--- config.mk ---
export PLATFORM = sky130hd
export DESIGN_NAME = tfe_host_sequencer
export DESIGN_NICKNAME = d
export VERILOG_FILES = /design/src/rtl/tfe_seq_pkg.sv /design/src/rtl/tfe_host_sequencer.sv
export SDC_FILE = /design/constraint.sdc
export NUM_CORES = 1
export LEC_CHECK = 0
export CAP_MARGIN = 0
export CORE_MARGIN = 1
export CORE_UTILIZATION = 39
export DETAILED_ROUTE_END_ITERATION = 10
export HOLD_SLACK_MARGIN = 0.03
export PLACE_DENSITY = 0.72
export SYNTH_ARGS = -nofsm -noshare
export SYNTH_HDL_FRONTEND = slang
export SYNTH_SLANG_ARGS = --single-unit
--- constraint.sdc ---
create_clock -name clk -period 2.7 [get_ports clk]
set_input_delay 0.54 -clock clk [delete_from_list [all_inputs] [get_ports clk]]
set_output_delay 0.54 -clock clk [all_outputs]
set_load 0.05 [all_outputs]
--- src/rtl/tfe_seq_pkg.sv ---
// Shared types and constants for the TensorFlowE host sequencer.
package tfe_seq_pkg;

  localparam int unsigned CNT_W = 8;

  typedef logic [7:0] byte_t;

  typedef enum logic [3:0] {
    StIdle,
    StClear,
    StLoad,
    StWrite,
    StAcc,
    StOut,
    StWait,
    StPresent,
    StDone
  } state_e;

endpackage

--- src/rtl/tfe_host_sequencer.sv ---
// Host-side initiator for the TensorFlowE byte interface: streams operands in, reads results out.
// Optional TFE_SEQ_CHECKSUM_EN appends one XOR-of-results beat per job.
module tfe_host_sequencer #(
  parameter int unsigned VEC_LEN  = 4,
  parameter int unsigned RES_LEN  = 1,
  parameter int unsigned READ_LAT = 1
) (
  input  logic       clk,
  input  logic       rst_n,
  input  logic       start,
  output logic       busy,
  output logic       done,
  input  logic       s_valid,
  output logic       s_ready,
  input  logic [7:0] s_data,
  output logic       m_valid,
  input  logic       m_ready,
  output logic [7:0] m_data,
  output logic [7:0] core_datos_in,
  output logic       core_ena_write,
  output logic       core_ena_read,
  output logic       core_clear,
  output logic       core_enable_accu,
  output logic       core_ena_out,
  input  logic [7:0] core_datos_out
);
  import tfe_seq_pkg::*;

  localparam logic [CNT_W-1:0] VecLast = CNT_W'(VEC_LEN - 1);
  localparam logic [CNT_W-1:0] ResLast = CNT_W'(RES_LEN - 1);
  localparam logic [2:0]       LatLast = 3'(READ_LAT);

  state_e           state_q, state_d;
  logic [CNT_W-1:0] e_q, e_d;
  logic [CNT_W-1:0] r_q, r_d;
  logic [2:0]       wait_q, wait_d;
  byte_t            datos_in_d;
  byte_t            m_data_d;

`ifdef TFE_SEQ_CHECKSUM_EN
  byte_t            csum_q, csum_d;
  logic             csum_beat_q, csum_beat_d;
`endif

  always_comb begin
    state_d    = state_q;
    e_d        = e_q;
    r_d        = r_q;
    wait_d     = wait_q;
    datos_in_d = core_datos_in;
    m_data_d   = m_data;
`ifdef TFE_SEQ_CHECKSUM_EN
    csum_d      = csum_q;
    csum_beat_d = csum_beat_q;
`endif
    unique case (state_q)
      StIdle: begin
        if (start) state_d = StClear;
      end
      StClear: begin
        e_d     = '0;
        r_d     = '0;
        state_d = StLoad;
`ifdef TFE_SEQ_CHECKSUM_EN
        csum_d      = '0;
        csum_beat_d = 1'b0;
`endif
      end
      StLoad: begin
        if (s_valid && s_ready) begin
          datos_in_d = s_data;
          state_d    = StWrite;
        end
      end
      StWrite: begin
        state_d = StAcc;
      end
      StAcc: begin
        e_d     = e_q + 8'd1;
        state_d = (e_q == VecLast) ? StOut : StLoad;
      end
      StOut: begin
        // With zero latency the core output is already valid while ena_out is first high.
        if (READ_LAT == 0) begin
          m_data_d = core_datos_out;
          state_d  = StPresent;
`ifdef TFE_SEQ_CHECKSUM_EN
          csum_d   = csum_q ^ core_datos_out;
`endif
        end else begin
          wait_d  = 3'd1;
          state_d = StWait;
        end
      end
      StWait: begin
        if (wait_q == LatLast) begin
          m_data_d = core_datos_out;
          state_d  = StPresent;
`ifdef TFE_SEQ_CHECKSUM_EN
          csum_d   = csum_q ^ core_datos_out;
`endif
        end else begin
          wait_d = wait_q + 3'd1;
        end
      end
      StPresent: begin
        if (m_valid && m_ready) begin
`ifdef TFE_SEQ_CHECKSUM_EN
          if (csum_beat_q) begin
            state_d = StDone;
          end else begin
            r_d = r_q + 8'd1;
            if (r_q == ResLast) begin
              csum_beat_d = 1'b1;
              m_data_d    = csum_q;
            end else begin
              state_d = StOut;
            end
          end
`else
          r_d     = r_q + 8'd1;
          state_d = (r_q == ResLast) ? StDone : StOut;
`endif
        end
      end
      StDone: begin
        state_d = StIdle;
      end
      default: begin
        state_d = StIdle;
      end
    endcase
  end

  // Outputs are registered from the next state so they line up with the state they belong to.
  always_ff @(posedge clk) begin
    if (!rst_n) begin
      state_q          <= StIdle;
      e_q              <= '0;
      r_q              <= '0;
      wait_q           <= '0;
      busy             <= 1'b0;
      done             <= 1'b0;
      s_ready          <= 1'b0;
      m_valid          <= 1'b0;
      m_data           <= '0;
      core_datos_in    <= '0;
      core_ena_write   <= 1'b0;
      core_ena_read    <= 1'b0;
      core_clear       <= 1'b0;
      core_enable_accu <= 1'b0;
      core_ena_out     <= 1'b0;
`ifdef TFE_SEQ_CHECKSUM_EN
      csum_q           <= '0;
      csum_beat_q      <= 1'b0;
`endif
    end else begin
      state_q          <= state_d;
      e_q              <= e_d;
      r_q              <= r_d;
      wait_q           <= wait_d;
      busy             <= (state_d != StIdle);
      done             <= (state_d == StDone);
      s_ready          <= (state_d == StLoad);
      m_valid          <= (state_d == StPresent);
      m_data           <= m_data_d;
      core_datos_in    <= datos_in_d;
      core_ena_write   <= (state_d == StWrite);
      core_ena_read    <= (state_d == StAcc);
      core_clear       <= (state_d == StClear);
      core_enable_accu <= (state_d == StAcc);
      core_ena_out     <= (state_d == StOut) || (state_d == StWait);
`ifdef TFE_SEQ_CHECKSUM_EN
      csum_q           <= csum_d;
      csum_beat_q      <= csum_beat_d;
`endif
    end
  end

endmodule
==> impl_metrics.tcl <==
set metrics [dict create \
    crit_start "state_q[2]$_SDFF_PN0_" \
    grt_pass1_wl_um 6640 \
    chipWidth_um 75.2 \
    yosys.cell_count.top_type "dfxtp_1" \
    post_route_cells_drive_above_1_share_pct 7.27 \
    wirelength_um 4160 \
    number_of_gates_given_a_new_drive_strength_after_cts 0 \
    postLayoutCoreUtil_pct 51.9 \
    synthDominantCellAreaShare_pct 45.1 \
    period_share_pct 81.6 \
    fin_cells 345 \
    cts_tree "done" \
    global_route.overflow_total 0 \
    synthDominantAreaCellType "dfxtp_1" \
    die-area_um2 5650 \
    status "completed" \
    cts_max_path_buffers 2 \
    synth_xor_xnor_area_share_pct 2.94 \
    source_of_the_worst_register_to_register_timing_path "state_q[2]$_SDFF_PN0_" \
    finalSetupViolations 0 \
    critical_path_peak_fanout 12 \
    finClkSkew_ns 0.00726 \
    placement_rows 26 \
    fin_tns_setup_ns 0 \
    critical_path.endpoint_type "flop" \
    clkLatencyLatePin_ns 0.29 \
    route.detailed.drc 0 \
    drt.antenna.violating_nets 0 \
    largest_net_degree_at_the_start_of_global_routing 33 \
    holdCritStartpoint "core_datos_in[4]$_SDFFE_PN0P_" \
    post_synth_num_cell_types 45 \
    synth_fa_ha_area_share_pct 3.00 \
    yosys-top-cells-count "dfxtp_1 (47), nor2_1 (44), mux2i_1 (16)" \
    grt_util_all_layers_pct 15.5 \
    unrepaired_setup_endpoints_after_global_routing "false" \
    dp.cells 337 \
    die_height_um 75.2 \
    start_util_pct 40.6 \
    maximum_clock_frequency_mhz 454 \
    critPathLaunchType "flop" \
    wl_per_cell_um 12.1 \
    share_of_the_synthesized_area_in_compound_gates_ao_oa_aoi_oai_pct 7.91 \
    ys_seq_elements 47 \
    post_layout_net_count 300 \
    synth_area_um2 2090 \
    design_area_um2 2670 \
    timing.critical_path.arrival_ns 2.38 \
    slew-limit-headroom_pct 64.4 \
    vdd_drop_max_mv 0.179 \
    clkTransAtPathRegs_ns 0.09 \
    cts_root_buffer "clkbuf_8" \
    worst_pin_slew_ns 0.530 \
    coreArea_um2 5140 \
    first_global_vias 1461 \
    postCtsSetupBuffers 0 \
    synth-seq-area-share_pct 45.1 \
    tritoncts_num_sinks 47 \
    firstDrtPassIters 4 \
    synth_mux_area_share_pct 8.75 \
    grt_antenna_before_repair 0 \
    synth-warning-count 0 \
    post_synth_simple_gate_area_pct 28.4 \
    synth_flop_cell "dfxtp_1" \
    netlist_top_cells_area "dfxtp_1 (45%), nor2_1 (7.9%), mux2i_1 (7.7%), a21oi_1 (3.1%), ha_1 (3.0%)" \
    worst_ep_required_time_ns 2.87 \
    layout_min_cycle_time_ns 2.20 \
    cts-hold-fix-buffers 0 \
    async_reset_ff_share_pct 0 \
    post_synth_inst_count 229 \
    drv_cap 0 \
    drv_slew 0 \
    diodes 0 \
    power.leakage_nw 0.996 \
    gp_congestion 0.768 \
    syn_avg_cell_area_um2 9.11 \
    synth_nets 255 \
    area_of_placed_instances_um2 2580 \
    dr.first_iter.drc_count 90 \
    portBuffers 45 \
    area_delta_synth_final_pct 27.9 \
    num_vias 1698 \
    viasPerCell 4.92 \
    final_hold_viol_count 0 \
    power.density_cell_area_nw_per_um2 513 \
    numCtsBuffers 5 \
    htree_levels 2 \
    worst_hold_path_type "flop to flop" \
    crit_type "flop to flop" \
    io_pins 46 \
    synth_top_family_by_area "simple AND/OR/NAND/NOR gates" \
    hpwlAfterDp_um 3010 \
    edff_count_synth 0 \
]
-- final timing paths --
kind                              endpoint  cells after the start  slack (ns)
max                  core_clear$_SDFF_PN0_                      5        0.50
min          core_datos_in[4]$_SDFFE_PN0P_                      2        0.50
max reg2reg          core_clear$_SDFF_PN0_                      5        0.50
min reg2reg  core_datos_in[4]$_SDFFE_PN0P_                      2        0.50
-- cell families (layout without fill, tap and decap cells) --
family,Yosys count,count (layout)
compound gates,28,28
fa+ha+maj,5,5
simple gates,108,108
buf+inv,16,62
flops,47,47
mux,18,18
xor+xnor,7,7
-- routing by layer --
layer  routed length (µm)  up-vias  track usage [%]
li1                     -      881                -
met2                 2090       18             26.0
met3                   85        6             3.61
met1                 1930      793             19.7
met4                   58        0             4.94
met5                    0        -                0
-- cell type report --
class	count	area [µm²]
repair buffers	47	465
flip-flops and latches	47	941
clock buffers	6	72.6
fillers	512	2470
inverters	7	26.3
multi-input cells	166	1060
clock inverters	2	12.5
well taps	70	87.6
-- layout by cell type, fill, tap and decap left out, drive strengths merged, types with 3 or more instances in the layout --
cell,instances
o21ai,5
nand4,4
nor2,44
or3,6
xnor2,5
nand2,13
nor3,10
ha,5
nand3,4
dfxtp,47
clkdlybuf4s50,45
mux2i,16
a21oi,13
nand2b,5
o211ai,3
clkbuf,6
inv,7
-- registers in the layout, summed over array words and instances (netlist names), 3 cells and up --
register,count
e_q,8
m_data,8
state_q,4
r_q,8
wait_q,3
core_datos_in,8
-- where the power goes --
| group | total, W | internal, W | switching, W |
|---|---|---|---|
| sequential | 0.000740 | 0.000713 | 0.0000265 |
| clock | 0.000407 | 0.000181 | 0.000226 |
| combinational | 0.000223 | 0.0000965 | 0.000127 |
| total | 0.00137 | 0.000991 | 0.000379 |
-- critical path, cell delays in order, from the launching register on --
cell	delay, ns
dfxtp_1	0.64
or4b_1	0.61
nor3_2	0.29
nor3_1	0.16
o211ai_1	0.30
nor3b_1	0.09
-- stage by stage --
step	setup WS, ns	power [W]	hold slack, ns
after floorplan	0.792	0.000903	0.462
after global routing	0.386	0.00144	0.541
final	0.496	0.00137	0.498
after CTS	0.526	0.00139	0.501
after detailed placement	0.332	0.000979	0.489
after global placement	0.336	0.000976	0.474
(Power assumes the default switching activity.)
==> variant, RTL diff (config.mk and constraints unchanged) <==
Encoding of `state_e`: now one-hot (9 bits for 9 states).
--- a/src/rtl/tfe_seq_pkg.sv
+++ b/src/rtl/tfe_seq_pkg.sv
@@ -7,12 +7,12 @@
 
-  typedef enum logic [3:0] {
-    StIdle,
-    StClear,
-    StLoad,
-    StWrite,
-    StAcc,
-    StOut,
-    StWait,
-    StPresent,
-    StDone
+  typedef enum logic [8:0] {
+    StIdle    = 9'b000000001,
+    StClear   = 9'b000000010,
+    StLoad    = 9'b000000100,
+    StWrite   = 9'b000001000,
+    StAcc     = 9'b000010000,
+    StOut     = 9'b000100000,
+    StWait    = 9'b001000000,
+    StPresent = 9'b010000000,
+    StDone    = 9'b100000000
   } state_e;
Formal check against the unedited RTL: same outputs for any inputs over 10 cycles, from zero or initial values and one cycle with rst_n low; not proved beyond that.
==> variant against the unedited design <==
Final area up 10%. Total power up 4.7%. Synthesized area is 11% higher. Worst setup slack got worse by 160 ps. Critical path depth decreased by 1. Core utilization increased by 0.62 points. Routed wire length rose by 20%. Largest power group unchanged. Sequential cell count grew 5.
==> variant: results (changes against the unedited design) <==
| Metric | Value |
|---|---|
| Outcome | complete, no violations |
| Area of the multi-input gates | 1175 sq um (+10%) |
| Final Skew | 6.308 ps (-0.9555 ps) |
| Hold EP | wait_q[2] |
| Worst path max stage delay | 610 ps (-30 ps) |
| Wire length per cell | 13.30 um (+10%) |
| Non-clk bufs | 52 (+11%) |
| Leakage power | 1.067 nW (+7.2%) |
| Met2 WL | 2231 um (+7.0%) |
| Share of cells above drive strength 1 | 6.908% (-0.36 points) |
| Sw Share | 22.93% (-4.7 points) |
| Reg2reg path depth | 4 (-1) |
| Layout clock area frac | 3.779% (+0.59 points) |
| Dpl ws | 256.4 ps (-75.98 ps) |
| Relative slew slack | 58.61% (-5.8 points) |
| Routed wl met3 | 300 um (+250%) |
| Vias in the first global route | 1926 (+32%) |
| Cell types occupying the most area after synthesis | dfxtp_1 (45%), mux2i_1 (7.3%), nor2_1 (4.0%) |
| Largest net degree at the start of global routing | 24 (-27%) |
| Mux share of post-synthesis cell area | 7.339% (-1.4 points) |
| Hpwl dp | 3607 um (+20%) |
| Critical R2R Capture | r_q[7] |
| Vias | 2062 (+21%) |
| CLK BUF | 5 (-1) |
| Final GP Congestion | 0.8562 (+12%) |
| Worst Path Max Fanout | 11 (-1) |
## variant: logic make-up after synthesis
kind of cell / after synthesis
compound gates: 43
xor+xnor: 3
fa+ha+maj: 5
buf+inv: 22
flops: 52
mux: 17
simple gates: 117
## variant: power by group through the flow
stage	Sequential [mW]	Combinational, mW	Clock [mW]
after floorplan	0.808	0.0557	0
after global placement	0.802	0.116	0
after detailed placement	0.803	0.117	0
after CTS	0.784	0.118	0.550
after global routing	0.786	0.128	0.586
final	0.785	0.118	0.532
## variant: worst register-to-register path, cell delays in order (launching register included)
cell and delay, ps:
dfxtp_1 420, or4_4 570, or4_4 620, or4_1 530, a31oi_1 160
## variant: worst max-delay path by stage
stage	startpoint	endpoint	slack (ps)	cells after the start
finish	state_q[1]	r_q[7]	340	4
global route	state_q[1]	r_q[7]	230	4
CTS	state_q[1]	r_q[7]	340	4
detailed placement	m_ready	r_q[7]	260	5
global placement	m_ready	r_q[7]	330	5
floorplan	state_q[2]	r_q[5]	380	6
